### src/rtl/ovl_transition_multi.sv
// rtl/ovl_transition_multi.sv - multi-channel forbidden/required state transition checker
module ovl_transition_multi #(
  parameter int NCH      = 2,
  parameter int W        = 2,
  parameter int MODE     = 0,
  parameter int MAX_WAIT = 4,
  parameter int CNT_W    = 8,
  localparam int FCH_W   = (NCH > 1) ? $clog2(NCH) : 1
) (
  input  logic               clock,
  input  logic               reset,
  input  logic               enable,
  input  logic               clear,
  input  logic [NCH*W-1:0]   test_expr,
  input  logic [NCH*W-1:0]   start_state,
  input  logic [NCH*W-1:0]   next_state,
  output logic [NCH-1:0]     fire,
  output logic [NCH-1:0]     fire_sticky,
  output logic [CNT_W-1:0]   fire_count,
  output logic               first_fail_valid,
  output logic [FCH_W-1:0]   first_fail_ch
);

  localparam int PW    = $clog2(NCH + 1);
  localparam int SUM_W = CNT_W + 6;

  typedef enum logic {S_IDLE, S_ARMED} state_e;

  logic [W-1:0]     cur_w   [NCH];
  logic [W-1:0]     st_w    [NCH];
  logic [W-1:0]     nx_w    [NCH];
  logic [W-1:0]     prev_q  [NCH];
  state_e           state_q [NCH];
  state_e           state_d [NCH];
  logic [7:0]       wait_q  [NCH];
  logic [7:0]       wait_d  [NCH];
  logic             prev_valid_q;
  logic [NCH-1:0]   viol;
  logic [NCH-1:0]   fire_q;
  logic [NCH-1:0]   sticky_q;
  logic [CNT_W-1:0] count_q;
  logic [CNT_W-1:0] count_d;
  logic             ffv_q;
  logic [FCH_W-1:0] ffc_q;
  logic [PW-1:0]    pop;
  logic [FCH_W-1:0] low_ch;
  logic [SUM_W-1:0] sum;

  for (genvar g = 0; g < NCH; g++) begin : g_slice
    assign cur_w[g] = test_expr[g*W +: W];
    assign st_w[g]  = start_state[g*W +: W];
    assign nx_w[g]  = next_state[g*W +: W];
  end

  // Per-channel violation detection and FSM next state
  always_comb begin
    viol = '0;
    for (int i = 0; i < NCH; i++) begin
      state_d[i] = state_q[i];
      wait_d[i]  = wait_q[i];
      if (!enable) begin
        state_d[i] = S_IDLE;
        wait_d[i]  = 8'd0;
      end else if (MODE == 0) begin
        viol[i] = prev_valid_q && (prev_q[i] == st_w[i]) &&
                  (cur_w[i] == nx_w[i]) && (st_w[i] != nx_w[i]);
      end else begin
        case (state_q[i])
          S_IDLE: begin
            // a channel whose start equals next can never be checked
            if ((cur_w[i] == st_w[i]) && (st_w[i] != nx_w[i])) begin
              state_d[i] = S_ARMED;
              wait_d[i]  = 8'd1;
            end
          end
          S_ARMED: begin
            if (cur_w[i] == nx_w[i]) begin
              state_d[i] = S_IDLE;
              wait_d[i]  = 8'd0;
            end else if (cur_w[i] == st_w[i]) begin
              if (wait_q[i] >= 8'(MAX_WAIT)) begin
                viol[i]    = 1'b1;
                state_d[i] = S_IDLE;
                wait_d[i]  = 8'd0;
              end else begin
                wait_d[i] = wait_q[i] + 8'd1;
              end
            end else begin
              viol[i]    = 1'b1;
              state_d[i] = S_IDLE;
              wait_d[i]  = 8'd0;
            end
          end
          default: begin
            state_d[i] = S_IDLE;
            wait_d[i]  = 8'd0;
          end
        endcase
      end
    end
  end

  // Channel state: previous sample, FSM, wait counter and registered fire pulse
  always_ff @(posedge clock or posedge reset) begin
    if (reset) begin
      for (int i = 0; i < NCH; i++) begin
        prev_q[i]  <= '0;
        state_q[i] <= S_IDLE;
        wait_q[i]  <= 8'd0;
      end
      prev_valid_q <= 1'b0;
      fire_q       <= '0;
    end else begin
      for (int i = 0; i < NCH; i++) begin
        if (enable) begin
          prev_q[i] <= cur_w[i];
        end
        state_q[i] <= state_d[i];
        wait_q[i]  <= wait_d[i];
      end
      prev_valid_q <= enable;
      fire_q       <= viol;
    end
  end

  // Popcount of this edge's violations and the lowest violating channel
  always_comb begin
    pop    = '0;
    low_ch = '0;
    for (int i = 0; i < NCH; i++) begin
      pop = pop + PW'(viol[i]);
    end
    for (int i = NCH - 1; i >= 0; i--) begin
      if (viol[i]) begin
        low_ch = FCH_W'(i);
      end
    end
  end

  // Saturating count; a same-edge clear discards the old total first
  always_comb begin
    sum = (clear ? '0 : SUM_W'(count_q)) + SUM_W'(pop);
    if (sum > SUM_W'({CNT_W{1'b1}})) begin
      count_d = {CNT_W{1'b1}};
    end else begin
      count_d = sum[CNT_W-1:0];
    end
  end

  // Sticky flags, count and first-failure record
  always_ff @(posedge clock or posedge reset) begin
    if (reset) begin
      sticky_q <= '0;
      count_q  <= '0;
      ffv_q    <= 1'b0;
      ffc_q    <= '0;
    end else begin
      sticky_q <= (clear ? '0 : sticky_q) | viol;
      count_q  <= count_d;
      if (clear) begin
        ffv_q <= |viol;
        ffc_q <= (|viol) ? low_ch : '0;
      end else if (!ffv_q && (|viol)) begin
        ffv_q <= 1'b1;
        ffc_q <= low_ch;
      end
    end
  end

  assign fire             = fire_q;
  assign fire_sticky      = sticky_q;
  assign fire_count       = count_q;
  assign first_fail_valid = ffv_q;
  assign first_fail_ch    = ffc_q;

endmodule

### config.mk
export PLATFORM = sky130hd
export DESIGN_NAME = ovl_transition_multi
export DESIGN_NICKNAME = d
export VERILOG_FILES = /design/src/rtl/ovl_transition_multi.sv
export SDC_FILE = /design/constraint.sdc
export NUM_CORES = 1
export LEC_CHECK = 0
export CAP_MARGIN = 30
export CORE_UTILIZATION = 60
export DETAILED_ROUTE_END_ITERATION = 10
export DONT_BUFFER_PORTS = 1
export PLACE_DENSITY_LB_ADDON = 0.08
export SLEW_MARGIN = 0
export SYNTH_ARGS = -nofsm -noshare
export SYNTH_HDL_FRONTEND = slang
export SYNTH_SLANG_ARGS = --single-unit
### constraint.sdc
create_clock -name clock -period 2.2 [get_ports clock]
set_input_delay 0 -clock clock [delete_from_list [all_inputs] [get_ports clock]]
set_output_delay 0 -clock clock [all_outputs]
set_load 0.02 [all_outputs]
==> results_dict.tcl, run 1 <==
set metrics [dict create \
    status "complete, no violations" \
    hold_path.class "in2reg" \
    wl_per_cell_um 14.9 \
    start_util_pct 63.7 \
    grt-busiest-layer "met2" \
    fp-row-count 14 \
    utilization_pct 77.6 \
    fillers 98 \
    fin_skew_ns 0.00587 \
    ant_nets 0 \
    grt_use_met2_pct 33.1 \
    grt_pass1_vias 619 \
    synth_fp_nets 103 \
    fin_crit_ns 2.03 \
    io_pins 30 \
    cts.sinks 19 \
    cts_buffer_depth 2 \
    ys_types 26 \
    ys_warn_count 0 \
    gp_congestion 0.803 \
    stdcell_count 116 \
    drc_errors 0 \
    slew_violations 0 \
    vias 645 \
    layout-drive-gt1-share_pct 21.0 \
    max_stage_delay_ns 0.42 \
    firstDrtPassIters 4 \
    switching_share_pct 24.7 \
    tns_ns 0 \
    tritoncts "built" \
    insertion_delay_ns 0.30 \
    p_switching_w 0.000154 \
    cp-end-kind "register" \
    total_leakage_power_nw 0.568 \
    insertedDiodeCount 0 \
    crit_chain "xor2_1 > a211oi_2 > nand4_1 > inv_2 > fa_2 > and3b_2 > nor3b_4 > mux2i_1 > nor2_1" \
    cts-root-buf "clkbuf_4" \
    grt_start_max_net_pins 20 \
    p_clk_share_pct 27.9 \
    grt_pass1_wl_um 2720 \
    ys_ff_latch 19 \
    cp.required_ns 2.38 \
    wl_um 1720 \
    cp_slowest_cell "dfrtp_1" \
    cts_buffers 3 \
    multiInputGateArea_um2 503 \
    coreArea_um2 1510 \
    use_met3_pct 4.74 \
    die_y_um 42.0 \
    p_comb_share_pct 11.8 \
    fp.dieArea_um2 1760 \
    maxCapViolations 0 \
    viasPerCell 5.56 \
    p_int_w 0.000471 \
    avgSynthCellArea_um2 11.3 \
    place_hpwl_um 1130 \
    holdPathStages 3 \
    worstSetupPathType "reg2reg" \
    dpl-instance-area_um2 983 \
    seq_area_frac_synth_pct 49.5 \
    grt-ovfl-total 0 \
    finalNetCount 119 \
    power_density_nw_per_um2 535 \
    r2r_slack_ns 0.17 \
    crit_path_max_fanout 3 \
    setup_violations 0 \
    synth_area_um2 960 \
    synthToLayoutAreaGrowth_pct 21.8 \
    die_w_um 42.0 \
    synthCells 85 \
    max_freq_ghz 0.492 \
    drt_iter0_drc 11 \
    antenna_found_initial 0 \
    dp_cells 101 \
    critPathLaunchType "register" \
    ir_drop_v 0.000341 \
    rr_worst_depth 9 \
    stdcell_area_um2 1170 \
    grt_util_met1_pct 28.1 \
    slew_headroom_pct 54.3 \
    fin_crit_sh_pct 92.3 \
    clk_pin_slew_ns 0.11 \
    critPathArrivalTime_ns 2.21 \
    grt.total_usage_pct 21.4 \
    cts_htree_levels 1 \
    numPortBuffers 0 \
    seq_area_um2 475 \
    p_seq_share_pct 60.3 \
    finalHoldViolCount 0 \
    tightest_slew_ns 0.684 \
]
## logic make-up after synthesis
logic type / count (synthesis) / synth area share, %
AO/OA/AOI/OAI: 9 / 6.52
buffers and inverters: 9 / 3.52
XOR/XNOR: 16 / 14.6
adder cells (fa/ha/maj): 2 / 3.39
flip-flops: 19 / 49.5
multiplexers: 6 / 6.78
AND/OR/NAND/NOR: 24 / 15.6
## synthesized netlist by cell type
cell type	instances	area, um^2
a211oi_1	1	7.51
a211oi_2	1	12.5
a311oi_1	1	8.76
a31o_1	1	8.76
and3b_1	1	8.76
clkbuf_1	1	3.75
clkinv_1	1	3.75
dfrtp_1	19	475
fa_1	1	20.0
ha_1	1	12.5
inv_1	7	26.3
mux2_2	4	45.0
mux2i_1	2	20.0
nand2_1	4	15.0
nand2b_1	5	31.3
nand3_1	2	10.0
nand4_1	3	18.8
nand4b_2	1	15.0
nor2_1	2	7.51
nor2b_1	3	18.8
nor3_1	1	5.00
nor3b_1	1	7.51
nor3b_2	1	12.5
o21ai_0	5	25.0
xnor2_1	8	70.1
xor2_1	8	70.1
## routing by layer
| metal | vias up | routed length [um] |
|---|---|---|
| met1 | 303 | 753 |
| met3 | 6 | 90 |
| met5 | - | 0 |
| met4 | 0 | 51 |
| met2 | 20 | 828 |
| li1 | 316 | - |
## power groups by stage
stage          clock network, W  logic [W]  registers (W)
2_1_floorplan                 0  0.0000461       0.000382
3_3_place_gp                  0  0.0000506       0.000383
3_5_place_dp                  0  0.0000505       0.000384
4_1_cts                0.000176  0.0000665       0.000377
5_1_grt                0.000191  0.0000829       0.000379
6_report               0.000175  0.0000737       0.000377
## sequential cells by signal, indices dropped and copies added, names as in the netlist
| signal | count |
|---|---|
| fire | 2 |
| fire_count | 8 |
| fire_sticky | 2 |
| first_fail_ch | 1 |
| first_fail_valid | 1 |
| prev_q | 4 |
| prev_valid_q | 1 |
## repair_timing
item / in CTS / in global routing
setup endpoints to repair: 0 / 8
hold buffers: 9 / 0
gates resized for setup: 0 / 11
hold endpoints to repair: 36 / 0
buffers inserted: 0 / 2
## placed cells by master (no fill, tap or decap), drive strengths merged
| master | count |
|---|---|
| dfrtp | 19 |
| dlygate4sd3 | 9 |
| xnor2 | 8 |
| xor2 | 8 |
| inv | 8 |
| nand2b | 5 |
| o21ai | 5 |
| mux2 | 4 |
| nand2 | 4 |
| nand4 | 3 |
| nor2b | 3 |
| clkbuf | 3 |
| buf | 3 |
| a211oi | 2 |
| nand3 | 2 |
| nor2 | 2 |
| nor3b | 2 |
| mux2i | 2 |
| nor3 | 1 |
| a311oi | 1 |
| a31o | 1 |
| and3b | 1 |
| nand4b | 1 |
| fa | 1 |
| ha | 1 |
| clkinv | 1 |
## critical path, delay by kind of cell (launching register included)
kind | cells | cell delay (ns)
adder cells (fa/ha/maj) | 1 | 0.24
flip-flops | 1 | 0.42
buffers and inverters | 1 | 0.12
AO/OA/AOI/OAI | 1 | 0.13
AND/OR/NAND/NOR | 4 | 0.64
multiplexers | 1 | 0.20
XOR/XNOR | 1 | 0.17
## path summary, 6_finish.rpt
path | startpoint | to
setup reg to reg | prev_q[0]$_DFFE_PP0P_ | fire_count[7]$_DFF_PP0_
hold / removal | next_state[3] | fire_sticky[1]$_DFF_PP0_
hold reg to reg | prev_q[2]$_DFFE_PP0P_ | prev_q[2]$_DFFE_PP0P_
setup / recovery | prev_q[0]$_DFFE_PP0P_ | fire_count[7]$_DFF_PP0_
min in group asynchronous | reset | prev_q[0]$_DFFE_PP0P_
max in group asynchronous | reset | prev_q[3]$_DFFE_PP0P_
## cell type report
type / instances / area share, %
sequential: 19 / 40.7
tap: 16 / 1.71
multi-input combinational: 57 / 43.0
clock buffer: 3 / 1.93
clock inverter: 1 / 0.428
inverter: 8 / 2.57
timing repair buffer: 12 / 9.64
## per-stage QoR
stage | power [W] | setup WS [ns] | hold WS [ns]
2_1_floorplan | 0.000428 | 0.237 | -0.0489
3_3_place_gp | 0.000433 | 0.129 | 0.0309
3_5_place_dp | 0.000434 | 0.0636 | 0.0238
4_1_cts | 0.000620 | 0.0289 | 0.00322
5_1_grt | 0.000652 | -0.00678 | 0.0697
6_report | 0.000625 | 0.168 | 0.0207
Note: power is estimated with default switching activity, not from simulation.
==> inputs of run 2 (changes only) <==
--- a/config.mk
+++ b/config.mk
@@ -6,7 +6,9 @@
 export NUM_CORES = 1
 export LEC_CHECK = 0
 export CAP_MARGIN = 30
-export CORE_UTILIZATION = 60
+export CELL_PAD_IN_SITES_DETAIL_PLACEMENT = 1
+export CELL_PAD_IN_SITES_GLOBAL_PLACEMENT = 1
+export CORE_UTILIZATION = 46
 export DETAILED_ROUTE_END_ITERATION = 10
 export DONT_BUFFER_PORTS = 1
 export PLACE_DENSITY_LB_ADDON = 0.08
==> run 2 against run 1 <==
  * Power shrank 0.12%
  * Sequential power is essentially flat
  * Combinational power grew 0.5%
  * Highest routed layer unchanged
  * Flip-flop and latch count is the same
==> results_dict.tcl, run 2 (synthesized netlist as in run 1, its figures left out) <==
set metrics [dict create \
    fp.dieArea_um2 2270 \
    cts_htree_levels 1 \
    holdPathStages 4 \
    viasPerCell 5.18 \
    critPathLaunch "prev_q[0]$_DFFE_PP0P_" \
    insertion_delay_ns 0.30 \
    firstDrtPassIters 1 \
    multiInputGateArea_um2 503 \
    crit_path_max_fanout 3 \
    r2r_start "prev_q[0]$_DFFE_PP0P_" \
    cts-root-buf "clkbuf_4" \
    gp_congestion 0.683 \
    max_freq_ghz 0.487 \
    coreArea_um2 1960 \
    setup_violations 0 \
    start_util_pct 48.9 \
    critPathArrivalTime_ns 2.23 \
    grt_pass1_vias 655 \
    insertedDiodeCount 0 \
    cts.sinks 19 \
    grt_start_max_net_pins 20 \
    ant_nets 0 \
    worstSetupPathType "reg2reg" \
    utilization_pct 60.1 \
    drt_iter0_drc 0 \
    total_leakage_power_nw 0.570 \
    stdcell_area_um2 1180 \
    tightest_slew_ns 0.708 \
    grt-ovfl-total 0 \
    die_y_um 47.7 \
    slew_headroom_pct 52.7 \
    p_int_w 0.000472 \
    finalHoldViolCount 0 \
    io_pins 30 \
    p_switching_w 0.000153 \
    cts_buffer_depth 2 \
    fp-row-count 16 \
    die_w_um 47.7 \
    hold_path.class "in2reg" \
    status "complete, no violations" \
    fin_skew_ns 0.00622 \
    layout-drive-gt1-share_pct 21.0 \
    fin_crit_ns 2.05 \
    maxCapViolations 0 \
    p_seq_share_pct 60.3 \
    clk_pin_slew_ns 0.10 \
    synthToLayoutAreaGrowth_pct 22.8 \
    p_total_w 0.000625 \
    fillers 209 \
    final_cell_mix "19 x dfrtp_1, 8 x xnor2_1, 8 x xor2_1, 8 x dlygate4sd3_1, 7 x inv_1" \
    switching_share_pct 24.4 \
    cts_buffers 3 \
    finalNetCount 119 \
    vias 658 \
    power_density_nw_per_um2 530 \
    worstHoldStart "start_state[1]" \
    numPortBuffers 0 \
    seq_area_um2 475 \
    grt_pass1_wl_um 3070 \
    rr_worst_depth 9 \
    dpl-instance-area_um2 1000 \
    ir_drop_v 0.000417 \
    final_common_cell "dfrtp_1" \
    grt.total_usage_pct 20.0 \
    tritoncts "built" \
    wl_um 2120 \
    p_comb_share_pct 11.9 \
    place_hpwl_um 1350 \
    wl_per_cell_um 16.7 \
    fin_ws_ns 0.148 \
    cp-end-kind "register" \
    cp.required_ns 2.38 \
    p_clk_share_pct 27.8 \
    dpl_worst_slack_ns 0.0513 \
    critPathLaunchType "register" \
    largest_reg_flops 8 \
    drc_errors 0 \
    antenna_found_initial 0 \
    slew_violations 0 \
    fin_crit_sh_pct 93.3 \
]
run 2: changes by cell type in the layout (fill, tap and decap cells not counted), sizes merged:
cell         change
buf              +1
clkbuf           +1
clkinv           -1
dlygate4sd3      -1
run 2: final timing paths:
check	slack, ns	to
setup / recovery	0.15	fire_count[7]$_DFF_PP0_
hold / removal	0.1	fire[0]$_DFF_PP0_
setup reg to reg	0.15	fire_count[7]$_DFF_PP0_
hold reg to reg	0.55	prev_q[0]$_DFFE_PP0P_
max in group asynchronous	1.50	fire_count[5]$_DFF_PP0_
min in group asynchronous	0.25	fire_count[6]$_DFF_PP0_
run 2: metal layers:
| layer | wire [um] | global-route usage, % | vias to the layer above | share of wire, % |
|---|---|---|---|---|
| met5 | 0 | 0 | - | 0 |
| met2 | 1100 | 31.5 | 15 | 52 |
| met3 | 80 | 6.04 | 5 | 3.8 |
| met1 | 921 | 27.0 | 324 | 43 |
| met4 | 25 | 5.00 | 0 | 1.2 |
| li1 | - | - | 314 | - |
run 2: metrics by stage:
stage	cells	TNS (ns)	hold slack (ns)
finish	127	0	0.0983
global route	127	-0.0308	0.0902
detailed placement	113	0	0.0319
floorplan	85	0	-0.0489
global placement	113	0	0.0319
CTS	125	0	0.0554
run 2: critical path, cell delays in order (launching register included):
cell      delay [ns]
dfrtp_1         0.40
xor2_1          0.18
a211oi_2        0.14
nand4_1         0.16
inv_2           0.13
fa_2            0.24
and3b_2         0.23
nor3b_4         0.20
mux2i_1         0.20
nor2_1          0.05
run 2: area by class of cell:
cell class	count	share of cell area, %
clock buffers	4	2.23
inverters	8	2.55
repair buffers	12	9.34
multi-input cells	57	42.7
flip-flops and latches	19	40.3
well taps	27	2.87
run 2: what timing repair did:
| action | in CTS | in global routing |
|---|---|---|
| endpoints found under the hold margin | 36 | 0 |
| hold buffers | 8 | 0 |
| buffers inserted | 0 | 2 |
| gates resized for setup | 0 | 11 |
| endpoints found under the setup margin | 0 | 8 |
run 2: power groups by stage:
stage                     Combinational, W  Sequential [W]  Clock [W]
final                            0.0000741        0.000377   0.000174
after global routing             0.0000826        0.000379   0.000196
after CTS                        0.0000677        0.000377   0.000179
after detailed placement         0.0000530        0.000384          0
after global placement           0.0000516        0.000383          0
after floorplan                  0.0000461        0.000382          0
